## src/rtl/decode_pkg.sv

```systemverilog
// ----------------------------------------------------------------------------
// decode_pkg: shared RV32I decode types, opcodes and helpers | rev 1.0
// ----------------------------------------------------------------------------
`default_nettype none

package decode_pkg;

  localparam int XLEN_MAX = 64;

  localparam logic [6:0] OPC_LOAD     = 7'b0000011;
  localparam logic [6:0] OPC_MISC_MEM = 7'b0001111;
  localparam logic [6:0] OPC_OP_IMM   = 7'b0010011;
  localparam logic [6:0] OPC_AUIPC    = 7'b0010111;
  localparam logic [6:0] OPC_STORE    = 7'b0100011;
  localparam logic [6:0] OPC_OP       = 7'b0110011;
  localparam logic [6:0] OPC_LUI      = 7'b0110111;
  localparam logic [6:0] OPC_BRANCH   = 7'b1100011;
  localparam logic [6:0] OPC_JALR     = 7'b1100111;
  localparam logic [6:0] OPC_JAL      = 7'b1101111;
  localparam logic [6:0] OPC_SYSTEM   = 7'b1110011;

  localparam logic [6:0] F7_BASE   = 7'b0000000;
  localparam logic [6:0] F7_ALT    = 7'b0100000;
  localparam logic [6:0] F7_MULDIV = 7'b0000001;

  localparam logic [31:0] INSTR_ECALL  = 32'h0000_0073;
  localparam logic [31:0] INSTR_EBREAK = 32'h0010_0073;
  localparam logic [31:0] INSTR_MRET   = 32'h3020_0073;

  typedef enum logic [3:0] {
    CLS_ALU, CLS_MUL, CLS_DIV, CLS_LOAD, CLS_STORE, CLS_BRANCH, CLS_JAL,
    CLS_JALR, CLS_LUI, CLS_AUIPC, CLS_FENCE, CLS_CSR, CLS_SYS, CLS_ILLEGAL
  } cls_e;

  typedef enum logic [3:0] {
    ALU_ADD, ALU_SUB, ALU_SLL, ALU_SLT, ALU_SLTU, ALU_XOR, ALU_SRL, ALU_SRA,
    ALU_OR, ALU_AND
  } alu_op_e;

  typedef enum logic [2:0] {
    FMT_NONE, FMT_I, FMT_SH, FMT_S, FMT_B, FMT_U, FMT_J
  } imm_fmt_e;

  // imm is sized for the widest XLEN; bits above the configured XLEN stay zero
  typedef struct packed {
    cls_e                cls;
    alu_op_e             alu_op;
    logic [2:0]          funct3;
    logic [4:0]          rd;
    logic [4:0]          rs1;
    logic [4:0]          rs2;
    logic                rs1_used;
    logic                rs2_used;
    logic                wr_en;
    logic [XLEN_MAX-1:0] imm;
    logic                illegal;
  } decoded_t;

  function automatic logic [XLEN_MAX-1:0] ext_imm(input logic [31:0] v, input int xlen);
    return (xlen == 64) ? {{32{v[31]}}, v} : {32'b0, v};
  endfunction

  function automatic alu_op_e alu_base(input logic [2:0] f3);
    case (f3)
      3'b000:  return ALU_ADD;
      3'b001:  return ALU_SLL;
      3'b010:  return ALU_SLT;
      3'b011:  return ALU_SLTU;
      3'b100:  return ALU_XOR;
      3'b101:  return ALU_SRL;
      3'b110:  return ALU_OR;
      default: return ALU_AND;
    endcase
  endfunction

endpackage

`default_nettype wire

```

## src/rtl/decode_comb.sv

```systemverilog
// ----------------------------------------------------------------------------
// decode_comb: combinational RV32I(+M, Zicsr) decoder with strict legality | rev 1.0
// ----------------------------------------------------------------------------
`default_nettype none

module decode_comb
  import decode_pkg::*;
#(
  parameter int XLEN     = 32,
  parameter bit EN_M     = 1'b1,
  parameter bit EN_ZICSR = 1'b1
) (
  input  logic [31:0] instr_i,
  output decoded_t    uop_o
);

  logic [6:0] w_opc;
  logic [2:0] w_f3;
  logic [6:0] w_f7;
  imm_fmt_e   w_fmt;
  cls_e       w_cls;
  alu_op_e    w_alu;
  logic       w_bad;
  logic       w_wr;
  logic       w_r1;
  logic       w_r2;
  logic [31:0] w_imm32;

  assign w_opc = instr_i[6:0];
  assign w_f3  = instr_i[14:12];
  assign w_f7  = instr_i[31:25];

  always_comb begin
    w_fmt = FMT_NONE;
    w_cls = CLS_ILLEGAL;
    w_alu = ALU_ADD;
    w_bad = 1'b0;
    w_wr  = 1'b0;
    w_r1  = 1'b0;
    w_r2  = 1'b0;
    if (instr_i[1:0] != 2'b11) begin
      w_bad = 1'b1;
    end else begin
      case (w_opc)
        OPC_LOAD: begin
          w_bad = (w_f3 == 3'b011) || (w_f3[2:1] == 2'b11);
          w_cls = CLS_LOAD; w_fmt = FMT_I; w_r1 = 1'b1; w_wr = 1'b1;
        end
        OPC_STORE: begin
          w_bad = (w_f3 > 3'b010);
          w_cls = CLS_STORE; w_fmt = FMT_S; w_r1 = 1'b1; w_r2 = 1'b1;
        end
        OPC_BRANCH: begin
          w_bad = (w_f3[2:1] == 2'b01);
          w_cls = CLS_BRANCH; w_fmt = FMT_B; w_r1 = 1'b1; w_r2 = 1'b1;
        end
        OPC_MISC_MEM: begin
          w_bad = (w_f3[2:1] != 2'b00);
          w_cls = CLS_FENCE;
        end
        OPC_OP_IMM: begin
          w_cls = CLS_ALU; w_fmt = FMT_I; w_r1 = 1'b1; w_wr = 1'b1;
          w_alu = alu_base(w_f3);
          if (w_f3 == 3'b001) begin
            w_fmt = FMT_SH;
            w_bad = (w_f7 != F7_BASE);
          end else if (w_f3 == 3'b101) begin
            w_fmt = FMT_SH;
            if (w_f7 == F7_ALT) w_alu = ALU_SRA;
            else                w_bad = (w_f7 != F7_BASE);
          end
        end
        OPC_OP: begin
          w_r1 = 1'b1; w_r2 = 1'b1; w_wr = 1'b1; w_cls = CLS_ALU;
          if (w_f7 == F7_MULDIV) begin
            w_bad = !EN_M;
            w_cls = w_f3[2] ? CLS_DIV : CLS_MUL;
          end else if (w_f7 == F7_BASE) begin
            w_alu = alu_base(w_f3);
          end else if (w_f7 == F7_ALT) begin
            case (w_f3)
              3'b000:  w_alu = ALU_SUB;
              3'b101:  w_alu = ALU_SRA;
              default: w_bad = 1'b1;
            endcase
          end else begin
            w_bad = 1'b1;
          end
        end
        OPC_LUI:   begin w_cls = CLS_LUI;   w_fmt = FMT_U; w_wr = 1'b1; end
        OPC_AUIPC: begin w_cls = CLS_AUIPC; w_fmt = FMT_U; w_wr = 1'b1; end
        OPC_JAL:   begin w_cls = CLS_JAL;   w_fmt = FMT_J; w_wr = 1'b1; end
        OPC_JALR: begin
          w_bad = (w_f3 != 3'b000);
          w_cls = CLS_JALR; w_fmt = FMT_I; w_r1 = 1'b1; w_wr = 1'b1;
        end
        OPC_SYSTEM: begin
          if (w_f3 == 3'b000) begin
            w_cls = CLS_SYS;
            w_bad = !((instr_i == INSTR_ECALL) || (instr_i == INSTR_EBREAK) ||
                      (instr_i == INSTR_MRET));
          end else if (w_f3 == 3'b100) begin
            w_bad = 1'b1;
          end else begin
            // immediate CSR forms carry a uimm in the rs1 field, not a register
            w_cls = CLS_CSR; w_fmt = FMT_I; w_wr = 1'b1; w_r1 = !w_f3[2];
            w_bad = !EN_ZICSR;
          end
        end
        default: w_bad = 1'b1;
      endcase
    end
  end

  always_comb begin
    case (w_fmt)
      FMT_I:   w_imm32 = {{20{instr_i[31]}}, instr_i[31:20]};
      FMT_SH:  w_imm32 = {27'b0, instr_i[24:20]};
      FMT_S:   w_imm32 = {{20{instr_i[31]}}, instr_i[31:25], instr_i[11:7]};
      FMT_B:   w_imm32 = {{19{instr_i[31]}}, instr_i[31], instr_i[7], instr_i[30:25],
                          instr_i[11:8], 1'b0};
      FMT_U:   w_imm32 = {instr_i[31:12], 12'b0};
      FMT_J:   w_imm32 = {{11{instr_i[31]}}, instr_i[31], instr_i[19:12], instr_i[20],
                          instr_i[30:21], 1'b0};
      default: w_imm32 = 32'b0;
    endcase
  end

  always_comb begin
    uop_o        = '0;
    uop_o.funct3 = w_f3;
    uop_o.rd     = instr_i[11:7];
    uop_o.rs1    = instr_i[19:15];
    uop_o.rs2    = instr_i[24:20];
    if (w_bad) begin
      uop_o.cls     = CLS_ILLEGAL;
      uop_o.illegal = 1'b1;
    end else begin
      uop_o.cls      = w_cls;
      uop_o.alu_op   = w_alu;
      uop_o.rs1_used = w_r1;
      uop_o.rs2_used = w_r2;
      uop_o.wr_en    = w_wr && (instr_i[11:7] != 5'd0);
      uop_o.imm      = ext_imm(w_imm32, XLEN);
    end
  end

endmodule

`default_nettype wire

```

## src/rtl/decode_stage.sv

```systemverilog
// ----------------------------------------------------------------------------
// decode_stage: registered decode with 2-entry skid buffer and illegal counter | rev 1.0
// ----------------------------------------------------------------------------
`default_nettype none

module decode_stage
  import decode_pkg::*;
#(
  parameter int XLEN     = 32,
  parameter bit EN_M     = 1'b1,
  parameter bit EN_ZICSR = 1'b1,
  parameter int CNT_W    = 16
) (
  input  logic             clk,
  input  logic             rst,
  input  logic             flush,
  input  logic             in_valid,
  output logic             in_ready,
  input  logic [31:0]      in_instr,
  input  logic [XLEN-1:0]  in_pc,
  output logic             out_valid,
  input  logic             out_ready,
  output logic [XLEN-1:0]  out_pc,
  output decoded_t         out_uop,
  output logic [CNT_W-1:0] illegal_cnt
);

  decoded_t w_dec;

  decode_comb #(
    .XLEN     (XLEN),
    .EN_M     (EN_M),
    .EN_ZICSR (EN_ZICSR)
  ) u_decode_comb (
    .instr_i (in_instr),
    .uop_o   (w_dec)
  );

  logic             m_valid_q, m_valid_d;
  logic [XLEN-1:0]  m_pc_q,    m_pc_d;
  decoded_t         m_uop_q,   m_uop_d;
  logic             s_valid_q, s_valid_d;
  logic [XLEN-1:0]  s_pc_q,    s_pc_d;
  decoded_t         s_uop_q,   s_uop_d;
  logic [CNT_W-1:0] cnt_q,     cnt_d;

  logic w_in_xfer;
  logic w_out_xfer;

  assign w_in_xfer  = in_valid && !s_valid_q;
  assign w_out_xfer = m_valid_q && out_ready;

  always_comb begin
    m_valid_d = m_valid_q;
    m_pc_d    = m_pc_q;
    m_uop_d   = m_uop_q;
    s_valid_d = s_valid_q;
    s_pc_d    = s_pc_q;
    s_uop_d   = s_uop_q;
    cnt_d     = cnt_q;
    // a flush cycle drops the op sitting in M, so it is neither delivered nor counted
    if (flush) begin
      m_valid_d = 1'b0;
      s_valid_d = 1'b0;
    end else begin
      if (w_out_xfer && m_uop_q.illegal && (cnt_q != {CNT_W{1'b1}}))
        cnt_d = cnt_q + 1'b1;
      if (!m_valid_q || out_ready) begin
        if (s_valid_q) begin
          m_valid_d = 1'b1;
          m_pc_d    = s_pc_q;
          m_uop_d   = s_uop_q;
          s_valid_d = 1'b0;
        end else if (w_in_xfer) begin
          m_valid_d = 1'b1;
          m_pc_d    = in_pc;
          m_uop_d   = w_dec;
        end else begin
          m_valid_d = 1'b0;
        end
      end else if (w_in_xfer) begin
        s_valid_d = 1'b1;
        s_pc_d    = in_pc;
        s_uop_d   = w_dec;
      end
    end
  end

  always_ff @(posedge clk or posedge rst) begin
    if (rst) begin
      m_valid_q <= 1'b0;
      m_pc_q    <= '0;
      m_uop_q   <= '0;
      s_valid_q <= 1'b0;
      s_pc_q    <= '0;
      s_uop_q   <= '0;
      cnt_q     <= '0;
    end else begin
      m_valid_q <= m_valid_d;
      m_pc_q    <= m_pc_d;
      m_uop_q   <= m_uop_d;
      s_valid_q <= s_valid_d;
      s_pc_q    <= s_pc_d;
      s_uop_q   <= s_uop_d;
      cnt_q     <= cnt_d;
    end
  end

  assign in_ready    = !s_valid_q;
  assign out_valid   = m_valid_q;
  assign out_pc      = m_pc_q;
  assign out_uop     = m_uop_q;
  assign illegal_cnt = cnt_q;

endmodule

`default_nettype wire

```

## config.mk

```make
export PLATFORM = sky130hd
export DESIGN_NAME = decode_stage
export DESIGN_NICKNAME = d
export VERILOG_FILES = /design/src/rtl/decode_pkg.sv /design/src/rtl/decode_comb.sv /design/src/rtl/decode_stage.sv
export SDC_FILE = /design/constraint.sdc
export NUM_CORES = 1
export LEC_CHECK = 0
export CAP_MARGIN = 20
export CORE_MARGIN = 1
export CORE_UTILIZATION = 47
export DETAILED_ROUTE_END_ITERATION = 12
export GPL_TIMING_DRIVEN = 0
export PLACE_DENSITY = 0.74
export SYNTH_ARGS = -nofsm -noshare
export SYNTH_HDL_FRONTEND = slang
export SYNTH_SLANG_ARGS = --single-unit
```

## constraint.sdc

```tcl
create_clock -name clk -period 8.1 [get_ports clk]
set_clock_uncertainty 0.05 [all_clocks]
set_input_delay 0.81 -clock clk [delete_from_list [all_inputs] [get_ports clk]]
set_output_delay 0.81 -clock clk [all_outputs]
set_load 0.02 [all_outputs]
```

==> out/results.ini, run 1 <==
[run_status]
status=finished, final reports clean

[clock_tree]
insertion_delay_ps=500
cts-buffers-inserted=23
tritoncts=yes
clk_pin_slew_worst_paths_ps=60
clkSinkCount=206
cts_buffer_depth=3
cts_hold_buf=0
ctsResizeCount=0
cts_root_buf=clkbuf_16
post-cts-setup-buffers=0
htree_levels=1

[setup_path]
crit_arrival_ps=3450
reg2reg_from=out_valid
endpoint=out_uop[90]
r2r_slack_ps=5450
crit_fanout=10
critPathRequiredTime_ps=8410
critPathKind=primary input to flip-flop
critPathLaunch=in_instr[4]
rr_worst_depth=7
start_kind=primary input
r2r_end=out_pc[13]
endpoint_kind=flip-flop

[grt]
grt_max_degree=134
antenna_found_initial=0
grt_overflow=0
grt_usage_pct=26.8
first_global_vias=8569
grt_pass1_wl_um=46400

[drt]
ant_nets=0
wl_per_cell_um=18.3
drt-total-wl_um=29500
wl_met1_um=13200
via_per_inst=5.49
drc=0
first_iter_violations=654
dr_total_vias=8848
top_layer_used=met4
drtPass1Iterations=5
wl_met2_um=14100
route.met3.wl_um=1660

[floorplanning]
die_h_um=149
initial_core_util_pct=48.1
fp.dieW_um=149
pin_count=213
dieArea_um2=22200
rows=53
design.core.area_um2=21100

[sta]
maxSlewHeadroom_pct=24.8
tightest_slew_ps=1120
fin_tns_setup_ps=0
setup_viol=0
min_period_over_period_pct=38.7
hold_viol_final=0
period_minus_slack_ps=3130
report.final.slew_viol_count=0
max_clock_freq_mhz=319
rsz0062_at_grt=false

[yosys]
synth.avg_cell_area_um2=9.34
syn_inst=1087
synth_top_area_share_pct=50.8
synth_area_leaders=dfrtp_1 51%, nand2_1 12%, mux2i_1 5.0%
yosysMostFrequentCell=nand2_1
syn_area_um2=10200
ys_ff_latch=206
synth_top_cell_by_area=dfrtp_1
ys.flop_type=dfrtp_1
synth_edf_count=0
synthTopCellsByCount=311 x nand2_1, 206 x dfrtp_1, 83 x o21ai_0
synthArstFlopShare_pct=100
ys_seq_area_share_pct=50.8
synth.distinct_cells=75
synth_warnings=0

[worst_hold_path]
hold_class=flip-flop to flip-flop

[pwr]
powerDensity_nw_per_um2=208
p_leak_uw=0.00574
ir_drop_v=0.000126

[place]
io_buffers=179
dp.final_hpwl_um=21400
place_congestion=0.942

[layout]
drive_gt1_share_pct=9.27
antenna_cells=0
layout.nets=1393
syn2layout_area_growth_pct=29.8
fillers=1775
utilization_pct=62.5

[job]
drv_cap=0

critical path: stages:
cell	delay (ps)
clkdlybuf4s50_1	580
buf_2	260
nand2_1	120
nor3_1	450
nand2_1	220
o21ai_0	500
nor3_1	130
o311ai_0	370
logic make-up (layout without fill, tap and decap cells):
| logic type | Yosys count | after routing | share of synthesized area, % |
|---|---|---|---|
| fa+ha+maj | 1 | 1 | 0.123 |
| buf+inv | 118 | 337 | 5.92 |
| compound gates | 237 | 237 | 16.8 |
| mux | 52 | 52 | 5.14 |
| other cells | 1 | 32 | 0.0369 |
| flops | 206 | 206 | 50.8 |
| simple gates | 456 | 456 | 19.9 |
| xor+xnor | 16 | 16 | 1.38 |
registers in the layout (all words and copies together) (netlist names):
signal,count
s_uop_q,62
out_uop,62
out_valid,1
out_pc,32
illegal_cnt,16
s_pc_q,32
s_valid_q,1
worst min-delay path by stage:
stage                            from          end  slack (ps)  cells after the start
after floorplan           s_uop_q[65]  s_uop_q[65]         390                      2
after global placement    s_uop_q[87]  s_uop_q[87]         400                      2
after detailed placement  s_uop_q[65]  s_uop_q[65]         410                      2
after CTS                 s_uop_q[65]  s_uop_q[65]         420                      2
after global routing       s_pc_q[28]   s_pc_q[28]         440                      2
final                     s_uop_q[65]  s_uop_q[65]         420                      2
per-layer routing:
| layer | vias up | track usage (%) |
|---|---|---|
| met3 | 42 | 3.21 |
| met5 | - | 0 |
| met4 | 0 | 7.24 |
| li1 | 4184 | - |
| met2 | 307 | 44.1 |
| met1 | 4315 | 37.3 |
cell type report:
class                      count  area [µm²]  share of cell area (%)
clock buffer                  34         687                    5.21
clock inverter                 5        50.0                   0.380
buffer                       102         541                    4.10
tap                          275         344                    2.61
timing repair buffer         180        1820                    13.8
inverter                      16        67.6                   0.513
sequential                   206        5150                    39.1
multi-input combinational    794        4510                    34.2
per-stage QoR:
step	hold slack (ps)	power, µW	instances	setup slack, ps	instance area, µm²
CTS	422	2760	1612	5020	13200
detailed placement	409	1740	1573	4550	12400
finish	423	2740	1612	4970	13200
floorplan	390	1500	1118	1620	10300
global placement	401	1730	1572	-1090	12400
global route	444	2860	1612	4800	13200
cell usage in the layout, fill, tap and decap left out, types with 30 or more instances in the layout:
| master | synthesis | final |
|---|---|---|
| nand2_1 | 311 | 311 |
| dfrtp_1 | 206 | 206 |
| clkdlybuf4s50_1 | 0 | 179 |
| o21ai_0 | 83 | 83 |
| clkbuf_1 | 49 | 53 |
| mux2i_1 | 51 | 51 |
| nand3_1 | 39 | 39 |
| buf_4 | 32 | 32 |
| conb_1 | 1 | 32 |
| nor2_1 | 30 | 30 |
power breakdown:
part / total, µW / internal [µW] / switching (µW)
Combinational: 505 / 216 / 289
Sequential: 1220 / 1150 / 73.8
Clock: 1020 / 613 / 402
Total: 2740 / 1980 / 765
(Power assumes the default switching activity.)
==> run 2, diff against run 1 <==
--- a/config.mk
+++ b/config.mk
@@ -10,7 +10,7 @@
 export CORE_UTILIZATION = 47
 export DETAILED_ROUTE_END_ITERATION = 12
 export GPL_TIMING_DRIVEN = 0
-export PLACE_DENSITY = 0.74
+export PLACE_DENSITY = 0.77
 export SYNTH_ARGS = -nofsm -noshare
 export SYNTH_HDL_FRONTEND = slang
 export SYNTH_SLANG_ARGS = --single-unit
==> constraint.sdc (replaced) <==
create_clock -name clk -period 2.7 [get_ports clk]
set_clock_uncertainty 0.05 [all_clocks]
set_input_delay 0.27 -clock clk [delete_from_list [all_inputs] [get_ports clk]]
set_output_delay 0.27 -clock clk [all_outputs]
set_load 0.02 [all_outputs]
==> run 2 against run 1 <==
  * Wire length grew 0.85%
  * Critical path type unchanged
  * Highest routed layer unchanged
  * Sequential power grew to 3.0 times the previous value
  * Sequential cell count is the same
==> out/results.ini, run 2 (synthesized netlist as in run 1, its figures left out) <==
[clock_tree]
post-cts-setup-buffers=0  ; unchanged
cts_buffer_depth=3  ; unchanged
tritoncts=yes
insertion_delay_ps=500  ; about the same
clkSinkCount=206  ; unchanged
cts_hold_buf=0  ; unchanged
clk_pin_slew_worst_paths_ps=60  ; about the same
ctsResizeCount=0  ; unchanged
cts_root_buf=clkbuf_16
htree_levels=1  ; unchanged
cts-buffers-inserted=23  ; unchanged

[setup_path]
critPathSlowestCell=nor4_1
cp_slowest_stage_delay_ps=590  ; about the same
crit_arrival_ps=2860  ; -590 ps
start_kind=primary input
worstPathCellList=clkdlybuf4s50_1, buf_2, inv_1, nor4_1, o31ai_1, o21a_2, o2111ai_2, buf_2, o21ai_1
critPathRequiredTime_ps=3010  ; -5400 ps
cp_num_buf_inv=4  ; +2
cp_top_family=buffers and inverters
crit_top_cell=buf_2
critPathKind=primary input to flip-flop
crit_fanout=10  ; unchanged
endpoint_kind=flip-flop

[drt]
ant_nets=0  ; unchanged
first_iter_violations=600  ; -8.3%
via_per_inst=5.62  ; +2.4%
drtPass1Iterations=5  ; unchanged
drc=0  ; unchanged
wl_per_cell_um=18.4  ; +0.53%
dr_total_vias=9086  ; +2.7%
drt-total-wl_um=29800  ; +0.85%

[worst_hold_path]
hold_class=primary input to asynchronous set/reset pin

[grt]
grt_pass1_wl_um=46900  ; +1.1%
grt_overflow=0  ; unchanged
first_global_vias=8838  ; +3.1%
grt_usage_pct=26.9  ; +0.17 points
grt_max_degree=43  ; -68%
antenna_found_initial=0  ; unchanged

[sta]
fin_ws_ps=144  ; -4820 ps
maxSlewHeadroom_pct=32.4  ; +7.6 points
report.final.slew_viol_count=0  ; unchanged
hold_viol_final=0  ; unchanged
setup_viol=0  ; unchanged
fin_hold_ws_ps=167  ; -256 ps
tightest_slew_ps=1010  ; -113 ps
min_period_over_period_pct=94.7
period_minus_slack_ps=2560
max_clock_freq_mhz=391
rsz0062_at_grt=false

[floorplanning]
design.core.area_um2=21100  ; unchanged
pin_count=213  ; unchanged
die_h_um=149  ; unchanged
dieArea_um2=22200  ; unchanged
initial_core_util_pct=48.1  ; unchanged
rows=53  ; unchanged
fp.dieW_um=149  ; unchanged

[place]
place_ws_ps=-294  ; -4840 ps
io_buffers=179  ; unchanged
dp.final_hpwl_um=21700  ; +1.4%
place_congestion=0.945  ; +0.28%

[pwr]
p_leak_uw=0.00576  ; +0.36%
powerDensity_nw_per_um2=614  ; +200%
ir_drop_v=0.000411  ; +220%
p_total_uw=8130  ; +200%

[layout]
layout.nets=1398  ; +0.36%
utilization_pct=62.7  ; +0.25 points
layout_common_cells=311 x nand2_1, 206 x dfrtp_1, 179 x clkdlybuf4s50_1
antenna_cells=0  ; unchanged
final_common_cell=nand2_1
drive_gt1_share_pct=9.91  ; +0.64 points
syn2layout_area_growth_pct=30.3

[run_status]
status=finished, final reports clean

[job]
drv_cap=0  ; unchanged

## run 2: worst register-to-register path: stages (launching register included)
cell,delay (ps)
dfrtp_1,380
or3b_2,500
nor3b_2,620
o2111ai_2,400
buf_2,310
o21ai_1,170
## run 2: where the power goes
group | switching (µW) | leakage, µW | internal (µW)
combinational | 870 | 0.00272 | 659
sequential | 227 | 0.00269 | 3450
clock | 1230 | 0.000348 | 1700
## run 2: final cells by class
class	instances	area (µm²)
clock buffers	32	659
flip-flops and latches	206	5150
clock inverters	7	41.3
multi-input cells	794	4520
plain buffers	102	543
inverters	16	63.8
fillers	1777	7860
repair buffers	185	1900
well taps	275	344
## run 2: layer usage
metal / global-route usage [%] / up-vias / share of wire [%]
met3: 4.07 / 60 / 7.4
met1: 36.7 / 4470 / 42
li1: - / 4199 / -
met4: 9.23 / 0 / 2.9
met2: 43.9 / 357 / 47
met5: 0 / - / 0
## run 2: through the flow
step           setup TNS [ps]  instance area [µm²]  cells
6_report                    0                13200   1617
3_5_place_dp           -22020                12500   1577
5_1_grt                     0                13200   1617
2_1_floorplan          -60210                10300   1118
4_1_cts                     0                13200   1616
3_3_place_gp          -417130                12400   1572
## run 2: path summary, 6_finish.rpt
kind	from	endpoint	slack (ps)	depth (start not counted)
setup / recovery	in_instr[6]	s_uop_q[20]	140	9
hold / removal	rst	out_pc[19]	170	2
setup reg to reg	out_valid	s_uop_q[14]	190	5
hold reg to reg	s_pc_q[19]	s_pc_q[19]	420	2
max in group asynchronous	rst	s_uop_q[27]	1510	4
min in group clk	in_pc[21]	s_pc_q[21]	280	3
==> run 3, diff against run 2 <==
--- a/config.mk
+++ b/config.mk
@@ -6,11 +6,12 @@
 export NUM_CORES = 1
 export LEC_CHECK = 0
 export CAP_MARGIN = 20
+export CORE_ASPECT_RATIO = 0.9
 export CORE_MARGIN = 1
 export CORE_UTILIZATION = 47
 export DETAILED_ROUTE_END_ITERATION = 12
 export GPL_TIMING_DRIVEN = 0
-export PLACE_DENSITY = 0.77
+export PLACE_DENSITY = 0.74
 export SYNTH_ARGS = -nofsm -noshare
 export SYNTH_HDL_FRONTEND = slang
 export SYNTH_SLANG_ARGS = --single-unit
==> constraint.sdc (replaced) <==
create_clock -name clk -period 2.4 [get_ports clk]
set_clock_uncertainty 0.05 [all_clocks]
set_input_delay 0.24 -clock clk [delete_from_list [all_inputs] [get_ports clk]]
set_output_delay 0.24 -clock clk [all_outputs]
set_load 0.02 [all_outputs]
==> run 3 against run 2 <==
  * Sequential share of layout area fell by 0.83 points
  * Core utilization grew 1.8 points
  * Critical path type unchanged
  * First-iteration DRC count grew 37%
  * Critical path depth down 1
  * Highest routed layer unchanged
  * Non-clock buffer count grew 16
  * Register-to-register slack got worse by 70 ps
==> out/results.ini, run 3 (synthesized netlist as in run 1, its figures left out) <==
[sta]
period_minus_slack_ps=2330
setup_viol=0  ; unchanged
report.final.slew_viol_count=0  ; unchanged
min_period_over_period_pct=97.1
maxSlewHeadroom_pct=35.2  ; +2.8 points
hold_viol_final=0  ; unchanged
fin_hold_ws_ps=74.1  ; -93.1 ps
fin_ws_ps=70.1  ; -74.1 ps
tightest_slew_ps=964  ; -41.9 ps
max_clock_freq_mhz=429

[place]
dp.final_hpwl_um=21700  ; about the same
place_congestion=0.921  ; -2.5%
place_inst=1588  ; +0.70%
io_buffers=179  ; unchanged
place_ws_ps=-615  ; -321 ps

[drt]
drt-total-wl_um=30100  ; +1.0%
dr_total_vias=9075  ; -0.12%
first_iter_violations=823  ; +37%
drtPass1Iterations=6  ; +1
via_per_inst=5.52  ; -1.8%
ant_nets=0  ; unchanged
wl_per_cell_um=18.3  ; -0.67%
drc=0  ; unchanged

[clock_tree]
clkSinkCount=206  ; unchanged
cts_root_buf=clkbuf_16
insertion_delay_ps=500  ; about the same
cts_buffer_depth=3  ; unchanged
cts_hold_buf=0  ; unchanged
clk_pin_slew_worst_paths_ps=60  ; about the same
tritoncts=yes
htree_levels=1  ; unchanged
cts-buffers-inserted=23  ; unchanged

[layout]
multiInputGateArea_um2=4620  ; +2.0%
final_common_cell=nand2_1
drive_gt1_share_pct=12.3  ; +2.4 points
layout_common_cells=311 x nand2_1, 206 x dfrtp_1, 177 x clkdlybuf4s50_1
ff_latch_area_um2=5150  ; unchanged
antenna_cells=0  ; unchanged
layout.cells.non_filler=1645  ; +1.7%
fillers=1707  ; -3.9%
utilization_pct=64.5  ; +1.8 points
syn2layout_area_growth_pct=33.2
layout.nets=1414  ; +1.1%

[pwr]
p_clk_share_pct=36.8  ; +0.8 points
p_switching_uw=2620  ; +13%
combPwrFrac_pct=18.8  ; about the same
powerDensity_nw_per_um2=688  ; +12%
p_total_uw=9300  ; +14%
swShare_pct=28.2  ; -0.44 points
p_leak_uw=0.00592  ; +2.8%
ir_drop_v=0.000463  ; +13%
internal_power_uw=6680  ; +15%
pwr-share-seq_pct=44.4  ; -0.8 points

[setup_path]
rr_worst_depth=6  ; +1
critPathRequiredTime_ps=2720  ; -290 ps
critPathKind=primary input to flip-flop
r2r_end=out_uop[2]
r2r_slack_ps=120  ; -70 ps
critPathLaunch=in_instr[0]
start_kind=primary input
endpoint=out_uop[2]
crit_arrival_ps=2650  ; -210 ps
crit_fanout=10  ; unchanged
endpoint_kind=flip-flop
reg2reg_from=out_valid

[floorplanning]
fp.dieW_um=157  ; +5.3%
initial_core_util_pct=48.4  ; +0.30 points
pin_count=213  ; unchanged
die_h_um=141  ; -5.1%
design.core.area_um2=21000  ; -0.62%
rows=50  ; -5.7%
dieArea_um2=22200  ; about the same

[grt]
antenna_found_initial=0  ; unchanged
first_global_vias=8558  ; -3.2%
grt_overflow=0  ; unchanged
grt_pass1_wl_um=47000  ; +0.26%
grt_max_degree=42  ; -2.3%
grt_usage_pct=27.3  ; +0.34 points

[job]
drv_cap=0  ; unchanged

[run_status]
status=finished, final reports clean

[worst_hold_path]
hold_class=primary input to asynchronous set/reset pin

-- run 3: cell types whose count changed in the layout (fill, tap and decap cells not counted), sizes merged --
cell | before | now
clkbuf | 82 | 89
bufinv | 0 | 1
inv | 16 | 15
clkdlybuf4s50 | 179 | 177
dlymetal6s2s | 0 | 2
clkinvlp | 2 | 1
clkinv | 5 | 4
buf | 58 | 70
-- run 3: area by class of cell --
cell class	count	share of cell area [%]
multi-input combinational	794	34.1
clock inverter	5	0.370
buffer	102	4.21
sequential	206	38.1
clock buffer	35	5.04
inverter	16	0.472
tap	286	2.65
timing repair buffer	201	15.0
-- run 3: worst max-delay path, cell delays in order --
cell and delay [ps]:
clkdlybuf4s50_1 570, nand4bb_1 350, nor3_2 440, nand2_1 190
o21a_2 320, nand3_4 160, buf_4 230, o311ai_2 140
-- run 3: how the worst min path moves through the flow --
stage,from,end,cells past startpoint
floorplan,flush,out_valid,1
global placement,s_uop_q[87],s_uop_q[87],2
detailed placement,s_uop_q[87],s_uop_q[87],2
CTS,rst,illegal_cnt[3],2
global route,rst,illegal_cnt[3],2
finish,rst,illegal_cnt[3],2
-- run 3: power by group through the flow --
stage | clock [µW] | sequential, µW | combinational (µW)
2_1_floorplan | 0 | 4380 | 684
3_3_place_gp | 0 | 4170 | 1670
3_5_place_dp | 0 | 4190 | 1720
4_1_cts | 3470 | 4130 | 1740
5_1_grt | 3610 | 4180 | 1900
6_report | 3430 | 4130 | 1750
-- run 3: layer usage --
metal	vias up	wire length, µm	GRT usage (%)
met5	-	0	0
met4	0	973	9.49
met3	69	2260	4.98
met2	395	13500	41.1
met1	4377	13400	39.4
li1	4234	-	-
-- run 3: stage by stage --
step / cell area, µm² / TNS, ps
after detailed placement: 12500 / -67590
after global placement: 12400 / -522770
after global routing: 13500 / -33.4
final: 13500 / 0
after floorplan: 10300 / -115830
after CTS: 13300 / 0
-- run 3: timing repair --
item | CTS | global route
resized for setup | 10 | 35
endpoints found under the setup margin | 122 | 124
pin swaps | 3 | 9
setup buffers | 5 | 12
